[config.mk]
export PLATFORM = sky130hd
export DESIGN_NAME = pitch_swing_sequencer
export DESIGN_NICKNAME = d
export VERILOG_FILES = /design/src/rtl/pitch_swing_sequencer.sv
export SDC_FILE = /design/constraint.sdc
export NUM_CORES = 1
export LEC_CHECK = 0
export BUFFER_PORTS_ARGS = -buffer_cell sky130_fd_sc_hd__clkbuf_2
export CAP_MARGIN = 40
export CORE_ASPECT_RATIO = 1.5
export CORE_MARGIN = 2
export CORE_UTILIZATION = 55
export DETAILED_ROUTE_END_ITERATION = 12
export PLACE_DENSITY = 0.68
export SETUP_SLACK_MARGIN = 0.2
export SYNTH_ARGS = -nofsm -noshare
export SYNTH_HDL_FRONTEND = slang
export SYNTH_SLANG_ARGS = --single-unit
[constraint.sdc]
create_clock -name clk -period 4.1 [get_ports clk]
set_input_delay 0.82 -clock clk [delete_from_list [all_inputs] [get_ports clk]]
set_output_delay 0.82 -clock clk [all_outputs]
set_load 0.01 [all_outputs]
[src/rtl/pitch_swing_sequencer.sv]
// Pitch/swing sequencer for a two-player table baseball game: drives the throw
// and hit motors from keyboard pulses and keeps the outs / batting-side score.
module pitch_swing_sequencer #(
    parameter int T_THROW       = 12500000,
    parameter int T_WINDOW      = 25000000,
    parameter int T_HIT         = 8388608,
    parameter int T_HOLD        = 67108864,
    parameter int T_RETURN      = 8388608,
    parameter int OUTS_PER_SIDE = 3
) (
    input  logic       clk,
    input  logic       rst,
    input  logic       key_left,
    input  logic       key_right,
    output logic [1:0] hit_mode,
    output logic       throw_on,
    output logic       batter,
    output logic [1:0] outs,
    output logic       side_change,
    output logic       busy
);

    localparam logic [2:0] S_IDLE   = 3'd0;
    localparam logic [2:0] S_WINDOW = 3'd1;
    localparam logic [2:0] S_HIT    = 3'd2;
    localparam logic [2:0] S_HOLD   = 3'd3;
    localparam logic [2:0] S_RET    = 3'd4;
    localparam logic [2:0] S_OUT    = 3'd5;
    localparam logic [2:0] S_DONE   = 3'd6;

    localparam int PHASE_MAX_A = (T_WINDOW > T_HIT) ? T_WINDOW : T_HIT;
    localparam int PHASE_MAX_B = (T_HOLD > T_RETURN) ? T_HOLD : T_RETURN;
    localparam int PHASE_MAX   = (PHASE_MAX_A > PHASE_MAX_B) ? PHASE_MAX_A : PHASE_MAX_B;
    localparam int PW          = $clog2(PHASE_MAX + 1);
    localparam int TW          = $clog2(T_THROW + 1);

    localparam logic [PW-1:0] WINDOW_LAST = PW'(T_WINDOW - 1);
    localparam logic [PW-1:0] HIT_LAST    = PW'(T_HIT - 1);
    localparam logic [PW-1:0] HOLD_LAST   = PW'(T_HOLD - 1);
    localparam logic [PW-1:0] RETURN_LAST = PW'(T_RETURN - 1);
    localparam logic [TW-1:0] THROW_LAST  = TW'(T_THROW - 1);
    localparam logic [2:0]    OUTS_LIMIT  = 3'(OUTS_PER_SIDE);

    logic [2:0]    state;
    logic [2:0]    state_nxt;
    logic [PW-1:0] phase_cnt;
    logic [PW-1:0] phase_nxt;
    logic [TW-1:0] throw_cnt;
    logic [2:0]    outs_inc;
    logic [1:0]    mode_nxt;
    logic          pitch_key;
    logic          swing_key;

    // The batting player swings; the other player's key is the pitch.
    assign pitch_key = batter ? key_left  : key_right;
    assign swing_key = batter ? key_right : key_left;
    assign outs_inc  = {1'b0, outs} + 3'd1;

    // NOTE: every variable assigned in always_comb gets a default first, so no
    // path through the case can leave it unassigned and infer a latch.
    always_comb begin
        state_nxt = state;
        unique case (state)
            S_IDLE:   if (pitch_key) state_nxt = S_WINDOW;
            S_WINDOW: begin
                if (swing_key)                      state_nxt = S_HIT;
                else if (phase_cnt == WINDOW_LAST)  state_nxt = S_OUT;
            end
            S_HIT:    if (phase_cnt == HIT_LAST)    state_nxt = S_HOLD;
            S_HOLD:   if (phase_cnt == HOLD_LAST)   state_nxt = S_RET;
            S_RET:    if (phase_cnt == RETURN_LAST) state_nxt = S_DONE;
            S_OUT:    state_nxt = S_DONE;
            S_DONE:   if (!throw_on)                state_nxt = S_IDLE;
            default:  state_nxt = S_IDLE;
        endcase
    end

    // Phase counter restarts on every state entry and only runs in timed states.
    always_comb begin
        phase_nxt = '0;
        if (state_nxt == state &&
            (state == S_WINDOW || state == S_HIT || state == S_HOLD || state == S_RET))
            phase_nxt = phase_cnt + 1'b1;
    end

    always_comb begin
        mode_nxt = 2'd0;
        case (state_nxt)
            S_HIT:   mode_nxt = 2'd1;
            S_HOLD:  mode_nxt = 2'd2;
            S_RET:   mode_nxt = 2'd3;
            default: mode_nxt = 2'd0;
        endcase
    end

    // NOTE: state is updated with non-blocking assignments so every flop
    // samples the pre-edge values regardless of statement order.
    always_ff @(posedge clk or posedge rst) begin
        if (rst) begin
            state       <= S_IDLE;
            phase_cnt   <= '0;
            throw_cnt   <= '0;
            hit_mode    <= 2'd0;
            throw_on    <= 1'b0;
            batter      <= 1'b0;
            outs        <= 2'd0;
            side_change <= 1'b0;
            busy        <= 1'b0;
        end else begin
            state       <= state_nxt;
            phase_cnt   <= phase_nxt;
            hit_mode    <= mode_nxt;
            busy        <= (state_nxt != S_IDLE);
            side_change <= 1'b0;

            // Throw timer runs on its own; only a pitch accepted in IDLE starts it.
            if (state == S_IDLE && state_nxt == S_WINDOW) begin
                throw_on  <= 1'b1;
                throw_cnt <= '0;
            end else if (throw_on) begin
                if (throw_cnt == THROW_LAST) begin
                    throw_on  <= 1'b0;
                    throw_cnt <= '0;
                end else begin
                    throw_cnt <= throw_cnt + 1'b1;
                end
            end

            if (state_nxt == S_OUT) begin
                if (outs_inc == OUTS_LIMIT) begin
                    outs        <= 2'd0;
                    batter      <= ~batter;
                    side_change <= 1'b1;
                end else begin
                    outs <= outs_inc[1:0];
                end
            end
        end
    end

endmodule
==> impl_metrics.json, run 1 <==
{
  "status": "finished clean",
  "synthXorXnorAreaFrac_pct": 8.87,
  "drive_above_1_share_pct": 11.6,
  "fmax_mhz": 376,
  "antenna_found_initial": 0,
  "critical_path.cell_chain": "ha_1, nand3_2, nor4_1, nand3_1, a221oi_4, buf_4, nor3_1",
  "critical_path_required_ns": 4.31,
  "path_buf_inv": 1,
  "timing.hold.ws_ns": 0.524,
  "synth.area.top_cells": "dfrtp_1 (45%), nor3_1 (5.8%), xor2_1 (4.8%)",
  "h-tree-depth": 3,
  "cts_buffers": 9,
  "hp-start": "phase_cnt[0]",
  "synthMuxAreaShare_pct": 0.652,
  "crit_type": "flip-flop to flip-flop",
  "dr.first_iter.drc_count": 113,
  "fillerInstances": 549,
  "firstDrtPassIters": 4,
  "dieArea_um2": 6950,
  "track_usage_pct": 25.6,
  "pre_cts_ws_ns": 1.42,
  "multi_input_area_um2": 1810,
  "synth_ff_type": "dfrtp_1",
  "grt-ovfl-total": 0,
  "postCtsSetupBuffers": 0,
  "rr_startpoint": "phase_cnt[0]",
  "wl_per_cell_um": 17.3,
  "synth-async-reset-ratio_pct": 100,
  "power-per-cell-area_nw_per_um2": 439,
  "report.final.slew_viol_count": 0,
  "crit_path_max_fanout": 27,
  "critical_path.top_delay_family": "simple AND/OR/NAND/NOR gates",
  "worst_pin_slew_ns": 0.790,
  "area_delta_synth_final_pct": 9.59,
  "clk_latency_ns": 0.35,
  "cts_resized": 0,
  "yosysMostFrequentCell": "dfrtp_1",
  "p_leak_nw": 1.56,
  "yosys.area.top_type": "dfrtp_1",
  "cts_tree": "built",
  "final_util_pct": 61.8,
  "hold_path_class": "flip-flop to flip-flop",
  "reg2regPathDepth": 7,
  "syn_nets": 367,
  "synth.top_cell.area_share_pct": 44.9,
  "synth_common_cells": "dfrtp_1 (62), nor3_1 (40), nand2_1 (23)",
  "io_pins": 12,
  "critPathMaxStageDelay_ns": 0.58,
  "cp-end-kind": "flip-flop",
  "clock-sinks": 62,
  "maxCapViolations": 0,
  "synth_edf_count": 0,
  "finalSetupTns_ns": 0,
  "antennaDiodeCount": 0,
  "ys_ff_latch": 62,
  "grt_max_degree": 37,
  "fin_crit_sh_pct": 64.9,
  "vias": 2835,
  "die_y_um": 101,
  "final_antenna_net_count": 0,
  "synthSimpleGateAreaFrac_pct": 30.5,
  "fin_skew_ns": 0.0102,
  "start_util_pct": 56.4,
  "relSlewSlack_pct": 46.9,
  "clockBufferDepth": 2,
  "coreArea_um2": 6130,
  "synth_top_family_by_area": "simple AND/OR/NAND/NOR gates",
  "hold_buffers": 0,
  "ys_warn_count": 0,
  "finalCriticalPeriod_ns": 2.66,
  "viasPerCell": 6.26,
  "synth_compound_gate_area_share_pct": 11.6,
  "yosysUniqueCellTypes": 52,
  "port_buffers": 11,
  "slowest_stage": "nor4_1",
  "irDropWorstVdd_mv": 0.251,
  "arrival_ns": 2.87,
  "drc": 0,
  "yosys.area_share.adder_pct": 0.724,
  "critPathLaunchType": "flip-flop",
  "grt_pass1_vias": 2829,
  "clk_pin_slew_ns": 0.07,
  "r2r-end": "phase_cnt[4]",
  "ff2ff_setup_slack_ns": 1.44,
  "syn_inst": 361,
  "wl_um": 7850,
  "register_area_um2": 1550,
  "cts_root_buf": "clkbuf_8",
  "setup_violations": 0,
  "rsz0062_at_grt": "no",
  "whs_path_depth": 1,
  "hold_violations": 0,
  "hpwl_um": 5490,
  "num_rows": 35,
  "globalplace.congestion": 0.920,
  "ys_seq_area_share_pct": 44.9,
  "avgSynthCellArea_um2": 9.57,
  "grt_pass1_wl_um": 13200,
  "setup_ws_ns": 1.44,
  "hold-path-endpoint": "phase_cnt[0]",
  "nets": 380,
  "netlist_area_um2": 3460,
  "die_w_um": 68.7
}
-- state kept, by name, summed over array words and instances (netlist names) --
| name | flops |
|---|---|
| throw_on | 1 |
| busy | 1 |
| batter | 1 |
| phase_cnt | 27 |
| outs | 2 |
| throw_cnt | 24 |
| hit_mode | 2 |
| state | 3 |
| side_change | 1 |
-- cell type report --
cell class | count | area share (%)
timing repair buffer | 16 | 2.64
multi-input combinational | 276 | 47.7
inverter | 9 | 0.892
tap | 74 | 2.44
clock inverter | 3 | 1.12
clock buffer | 13 | 4.20
sequential | 62 | 41.0
-- metrics by stage --
| stage | cells | total power, mW | instance area, um^2 |
|---|---|---|---|
| after floorplan | 361 | 1.02 | 3460 |
| after global placement | 436 | 1.10 | 3570 |
| after detailed placement | 437 | 1.13 | 3590 |
| after CTS | 453 | 1.67 | 3790 |
| after global routing | 453 | 1.75 | 3790 |
| final | 453 | 1.66 | 3790 |
-- how the worst max path moves through the flow --
stage            startpoint             to  slack, ns  cells past startpoint
2_1_floorplan     key_right  phase_cnt[10]       1.69                      6
3_5_place_dp      key_right   phase_cnt[4]       1.42                      7
5_1_grt        phase_cnt[0]   phase_cnt[7]       1.20                      7
4_1_cts        phase_cnt[0]   phase_cnt[7]       1.44                      7
3_3_place_gp      key_right  phase_cnt[11]       1.50                      7
6_report       phase_cnt[0]   phase_cnt[4]       1.44                      7
-- kinds of logic after synthesis --
kind of cell	after synthesis
AOI/OAI and AO/OA	61
and+or+nand+nor	176
buffers and inverters	23
muxes	2
DFF	62
xor gates and xnor gates	35
adders and majority gates	2
-- metal layers --
layer / up-vias / global-route usage (%) / part of all wire, %
li1: 1380 / - / -
met1: 1408 / 28.4 / 41
met2: 31 / 45.1 / 55
met3: 16 / 4.47 / 1.5
met4: 0 / 13.4 / 3.0
met5: - / 0 / 0
-- layout by cell type (no fill, tap or decap), types with 3 or more instances in the layout --
master	instances
dfrtp_1	62
buf_4	4
nand4_1	14
nand4b_1	7
inv_1	7
a21oi_1	21
nor3_1	40
nand3_1	17
o31a_1	3
xnor2_1	16
nor4_1	11
nor2_1	17
nand3b_1	3
nand2_1	23
and2_1	5
or4_1	4
and4_1	8
a21o_1	3
nor4_2	4
a22oi_1	7
clkbuf_2	11
and3_1	7
or3_1	3
o21ai_0	14
clkbuf_8	11
xor2_1	19
-- where the power goes --
part / switching (mW) / leakage, nW / total (mW) / internal (mW)
registers: 0.0747 / 0.843 / 0.746 / 0.672
logic: 0.231 / 0.614 / 0.369 / 0.138
clock network: 0.233 / 0.0996 / 0.546 / 0.313
total: 0.539 / 1.56 / 1.66 / 1.12
(Power assumes the default switching activity.)
==> run 2, diff against run 1 <==
Settings changed: ABC_AREA set to 1, PLACE_DENSITY 0.68 to 0.71.
Clock period 4.1 ns to 2.4 ns, I/O delays scaled along.
==> impl_metrics.json, run 2 <==
{
  "status": "finished clean",
  "cp-end-kind": "flip-flop",
  "cts_tree": "built",
  "finalSetupTns_ns": 0,
  "hold_path_class": "input pin to asynchronous set/reset pin",
  "total_power_mw": 3.78,
  "largest_register_ffs": 27,
  "finalCriticalPeriod_ns": 2.09,
  "die_w_um": 73.4,
  "layout_commonest_cell": "nand2_1",
  "clock-sinks": 62,
  "grt-ovfl-total": 0,
  "start_util_pct": 55.8,
  "slowest_stage": "dfrtp_1",
  "io_pins": 12,
  "syn_inst": 514,
  "maxCapViolations": 0,
  "startpoint": "phase_cnt[0]",
  "setup_violations": 0,
  "critical_path.cell_chain": "ha_1, nand2_2, nor2_4, nand3_1, nor2_1, nand3_1, nand4_1, nand2_2, nand3_2, nor3_2",
  "syn_nets": 520,
  "drc": 0,
  "worst_pin_slew_ns": 0.707,
  "ys_warn_count": 0,
  "grt_pass1_wl_um": 16300,
  "final_util_pct": 62.4,
  "synth_ff_type": "dfrtp_1",
  "top_layer": "met4",
  "ys_ff_latch": 62,
  "area_delta_synth_final_pct": 11.9,
  "grt_max_degree": 36,
  "largest-register": "phase_cnt",
  "cts_root_buf": "clkbuf_8",
  "synth_edf_count": 0,
  "rr_startpoint": "phase_cnt[0]",
  "critPathMaxStageDelay_ns": 0.39,
  "antenna_found_initial": 0,
  "coreArea_um2": 7130,
  "track_usage_pct": 27.0,
  "yosysUniqueCellTypes": 39,
  "h-tree-depth": 3,
  "hpwl_um": 7330,
  "report.final.slew_viol_count": 0,
  "clockBufferDepth": 2,
  "wl_um": 10600,
  "m1WireLength_um": 3730,
  "ys_seq_area_share_pct": 39.0,
  "cts_buffers": 9,
  "wl_per_cell_um": 17.1,
  "vias": 3661,
  "antennaDiodeCount": 0,
  "power-per-cell-area_nw_per_um2": 849,
  "wl_met2_um": 5720,
  "avgSynthCellArea_um2": 7.74,
  "wl_met3_um": 394,
  "fin_crit_sh_pct": 87.1,
  "clk_latency_ns": 0.36,
  "arrival_ns": 2.33,
  "grt_pass1_vias": 3534,
  "synth.area.top_cells": "dfrtp_1 (39%), nand2_1 (9.3%), inv_1 (5.9%)",
  "setup_ws_ns": 0.309,
  "p_leak_nw": 1.87,
  "clk_pin_slew_ns": 0.08,
  "crit_type": "flip-flop to flip-flop",
  "critPathLaunchType": "flip-flop",
  "critical_path_required_ns": 2.64,
  "dr.first_iter.drc_count": 246,
  "dieArea_um2": 7940,
  "die_y_um": 108,
  "yosys.area.top_type": "dfrtp_1",
  "drive_above_1_share_pct": 18.1,
  "hold_violations": 0,
  "firstDrtPassIters": 5,
  "netlist_area_um2": 3980,
  "pre_cts_ws_ns": 0.161,
  "fin_skew_ns": 0.0120,
  "port_buffers": 11,
  "most-common-layout-cells": "nand2_1 (97), dfrtp_1 (62), inv_1 (61)",
  "synth.top_cell.area_share_pct": 39.0,
  "synth_common_cells": "nand2_1 (98), dfrtp_1 (62), inv_1 (62)",
  "relSlewSlack_pct": 52.2,
  "final_antenna_net_count": 0,
  "fmax_mhz": 478,
  "timing.hold.ws_ns": 0.177,
  "num_rows": 38,
  "nets": 541,
  "reg_top3": "phase_cnt: 27 flops, throw_cnt: 24 flops, state: 3 flops",
  "irDropWorstVdd_mv": 0.687,
  "viasPerCell": 5.90,
  "rsz0062_at_grt": "no",
  "yosysMostFrequentCell": "nand2_1",
  "globalplace.congestion": 0.945,
  "synth-async-reset-ratio_pct": 100,
  "crit_path_max_fanout": 6
}
==> run 2: routing by layer <==
layer | GRT usage (%) | vias to the layer above
met3 | 5.31 | 52
met2 | 49.2 | 117
met1 | 27.5 | 1745
met5 | 0 | -
met4 | 16.6 | 0
li1 | - | 1747
==> run 2: critical path: cells and delay by family, from the launching register on <==
family                   cells  cell delay, ns
adder cells (fa/ha/maj)      1            0.22
flip-flops                   1            0.39
AND/OR/NAND/NOR              9            1.37
==> run 2: through the flow <==
step	cell area [um^2]	cells
after global placement	4110	599
after CTS	4320	615
after global routing	4450	620
after detailed placement	4110	599
final	4450	620
after floorplan	3980	514
==> run 2: cells by family (layout without fill, tap and decap cells) <==
family	after synthesis	after routing	synth area share, %
flip-flops	62	62	39.0
AND/OR/NAND/NOR	308	312	41.0
buffers and inverters	80	102	8.31
XOR/XNOR	27	27	5.95
adder cells (fa/ha/maj)	2	2	0.629
AO/OA/AOI/OAI	35	35	5.07
==> run 2: layout make-up <==
| type | count | area (um^2) |
|---|---|---|
| clock buffers | 11 | 151 |
| clock inverters | 5 | 57.6 |
| fillers | 628 | 2680 |
| inverters | 68 | 255 |
| multi-input cells | 376 | 2200 |
| flip-flops and latches | 62 | 1550 |
| well taps | 80 | 100 |
| repair buffers | 18 | 133 |
==> run 2: timing repair <==
item | 4_1_cts | 5_1_grt
hold buffers | 0 | 0
buffers inserted | 0 | 1
resized for setup | 0 | 12
setup endpoints to repair | 6 | 30
gates cloned | 0 | 4
pin swaps | 0 | 4
==> run 2: final timing paths <==
check | end | slack [ns] | cells past startpoint
max | phase_cnt[18] | 0.31 | 10
min | phase_cnt[11] | 0.18 | 2
max reg2reg | phase_cnt[18] | 0.31 | 10
min reg2reg | batter | 0.49 | 1
max in group asynchronous | throw_cnt[16] | 1.60 | 3
min in group clk | batter | 0.49 | 1
==> run 2: report_power, final <==
group          internal (mW)  switching [mW]
combinational          0.442            1.07
clock                  0.534           0.443
sequential              1.17           0.125
==> run 3, diff against run 2 <==
Settings changed: REMOVE_ABC_BUFFERS set to 1.
==> impl_metrics.json, run 3 (same netlist as run 2, synthesis figures left out) <==
{
  "reg_top3": "phase_cnt: 27 flops, throw_cnt: 24 flops, state: 3 flops",
  "viasPerCell": 5.76,
  "nets": 542,
  "io_pins": 12,
  "start_util_pct": 55.8,
  "finalCriticalPeriod_ns": 2.09,
  "dieArea_um2": 7940,
  "largest_register_ffs": 27,
  "vias": 3576,
  "coreArea_um2": 7130,
  "slowest_stage": "dfrtp_1",
  "final_antenna_net_count": 0,
  "die_w_um": 73.4,
  "p_int_mw": 1.98,
  "switching_power_mw": 1.64,
  "maxCapViolations": 0,
  "die_y_um": 108,
  "drc": 0,
  "clockBufferDepth": 2,
  "fin_area_um2": 4430,
  "grt_max_degree": 40,
  "h-tree-depth": 3,
  "cts_buffers": 9,
  "drive_above_1_share_pct": 18.1,
  "clock-sinks": 62,
  "cts_root_buf": "clkbuf_8",
  "antenna_found_initial": 0,
  "p_leak_nw": 1.86,
  "grt_pass1_wl_um": 16100,
  "irDropWorstVdd_mv": 0.731,
  "num_rows": 38,
  "hold_path_class": "input pin to asynchronous set/reset pin",
  "finalSetupTns_ns": 0,
  "relSlewSlack_pct": 52.9,
  "clkPwrFrac_pct": 22.7,
  "switching_share_pct": 45.3,
  "fin_crit_sh_pct": 87.0,
  "p_seq_share_pct": 35.7,
  "pre_cts_ws_ns": 0.128,
  "crit_path_frequent_cell": "nand2_4",
  "combPwrFrac_pct": 41.6,
  "largest-register": "phase_cnt",
  "antennaDiodeCount": 0,
  "placed_area_um2": 4120,
  "layout_commonest_cell": "nand2_1",
  "grt-ovfl-total": 0,
  "wl_per_cell_um": 16.7,
  "fmax_mhz": 479,
  "most-common-layout-cells": "nand2_1 (97), dfrtp_1 (62), inv_1 (61)",
  "critical_path_required_ns": 2.64,
  "globalplace.congestion": 0.964,
  "crit_path_max_fanout": 14,
  "critPathLaunchType": "flip-flop",
  "critical_path.cell_chain": "ha_2, nand2_2, nor2_4, nand2_4, nor2_8, nand3_2, nand2_4, inv_2, nor2_1, nand3_4, nand2_8, nor3_1",
  "critPathMaxStageDelay_ns": 0.39,
  "cp-end-kind": "flip-flop",
  "worst_pin_slew_ns": 0.697,
  "cts_tree": "built",
  "dr.first_iter.drc_count": 224,
  "status": "finished clean",
  "rsz0062_at_grt": "yes",
  "arrival_ns": 2.33,
  "total_power_mw": 3.61,
  "report.final.slew_viol_count": 0,
  "setup_ws_ns": 0.313,
  "setup_violations": 0,
  "area_delta_synth_final_pct": 11.3,
  "port_buffers": 11,
  "crit_type": "flip-flop to flip-flop",
  "clk_pin_slew_ns": 0.07,
  "hold_violations": 0,
  "power-per-cell-area_nw_per_um2": 816,
  "firstDrtPassIters": 4,
  "wl_um": 10300,
  "hpwl_um": 7360,
  "track_usage_pct": 26.9,
  "fin_skew_ns": 0.00843,
  "grt_pass1_vias": 3475,
  "clk_latency_ns": 0.36
}
[run 3: cell types whose count changed in the layout (fill, tap and decap cells not counted), sizes merged]
| cell | delta |
|---|---|
| bufinv | -1 |
| nand2 | +1 |
| clkinvlp | -2 |
| clkbuf | +1 |
| clkinv | +2 |
[run 3: area by class of cell]
cell class                      instances  area, um^2
Clock buffer                           12         145
Clock inverter                          4        22.5
Fill cell                             634        2710
Inverter                               68         255
Multi-Input combinational cell        377        2230
Sequential cell                        62        1550
Tap cell                               80         100
Timing Repair Buffer                   18         120
[run 3: metrics by stage]
stage / instances / hold WS [ns] / utilization, %
2_1_floorplan: 502 / 0.458 / -
3_3_place_gp: 600 / 0.474 / 57.8
3_5_place_dp: 600 / 0.495 / 57.8
4_1_cts: 616 / 0.162 / 60.1
5_1_grt: 621 / 0.200 / 62.1
6_report: 621 / 0.155 / 62.1
[run 3: timing repair]
item	4_1_cts	5_1_grt
endpoints found under the setup margin	13	32
pin swaps	0	3
hold buffers	0	0
gates resized for setup	0	15
buffers inserted	0	0
gates cloned	0	5
[run 3: per-layer routing]
metal	wire length, um	part of all wire (%)	vias to the layer above	global-route usage, %
met3	278	2.7	41	3.54
met2	5710	55	91	49.7
met5	0	0	-	0
met4	571	5.5	0	16.9
met1	3790	37	1688	27.6
li1	-	-	1756	-
[run 3: power by group through the flow]
stage | combinational (mW) | clock, mW | sequential [mW]
after detailed placement | 1.12 | 0 | 1.30
after global placement | 1.11 | 0 | 1.29
after CTS | 1.12 | 0.832 | 1.28
after floorplan | 0.861 | 0 | 1.28
final | 1.50 | 0.821 | 1.29
after global routing | 1.64 | 0.880 | 1.31
[run 3: path summary, 6_finish.rpt]
kind | slack [ns] | startpoint | to | cells after the start
min in group clk | 0.50 | batter | batter | 1
max | 0.31 | phase_cnt[0] | phase_cnt[5] | 12
max reg2reg | 0.31 | phase_cnt[0] | phase_cnt[5] | 12
max in group asynchronous | 1.64 | rst | throw_cnt[8] | 3
min reg2reg | 0.50 | batter | batter | 1
min | 0.16 | rst | batter | 2
[run 3: worst max-delay path: cells and delay by family, from the launching register on]
family                   cells  cell delay, ns
AND/OR/NAND/NOR             10            1.32
buffers and inverters        1            0.03
adder cells (fa/ha/maj)      1            0.23
flip-flops                   1            0.39
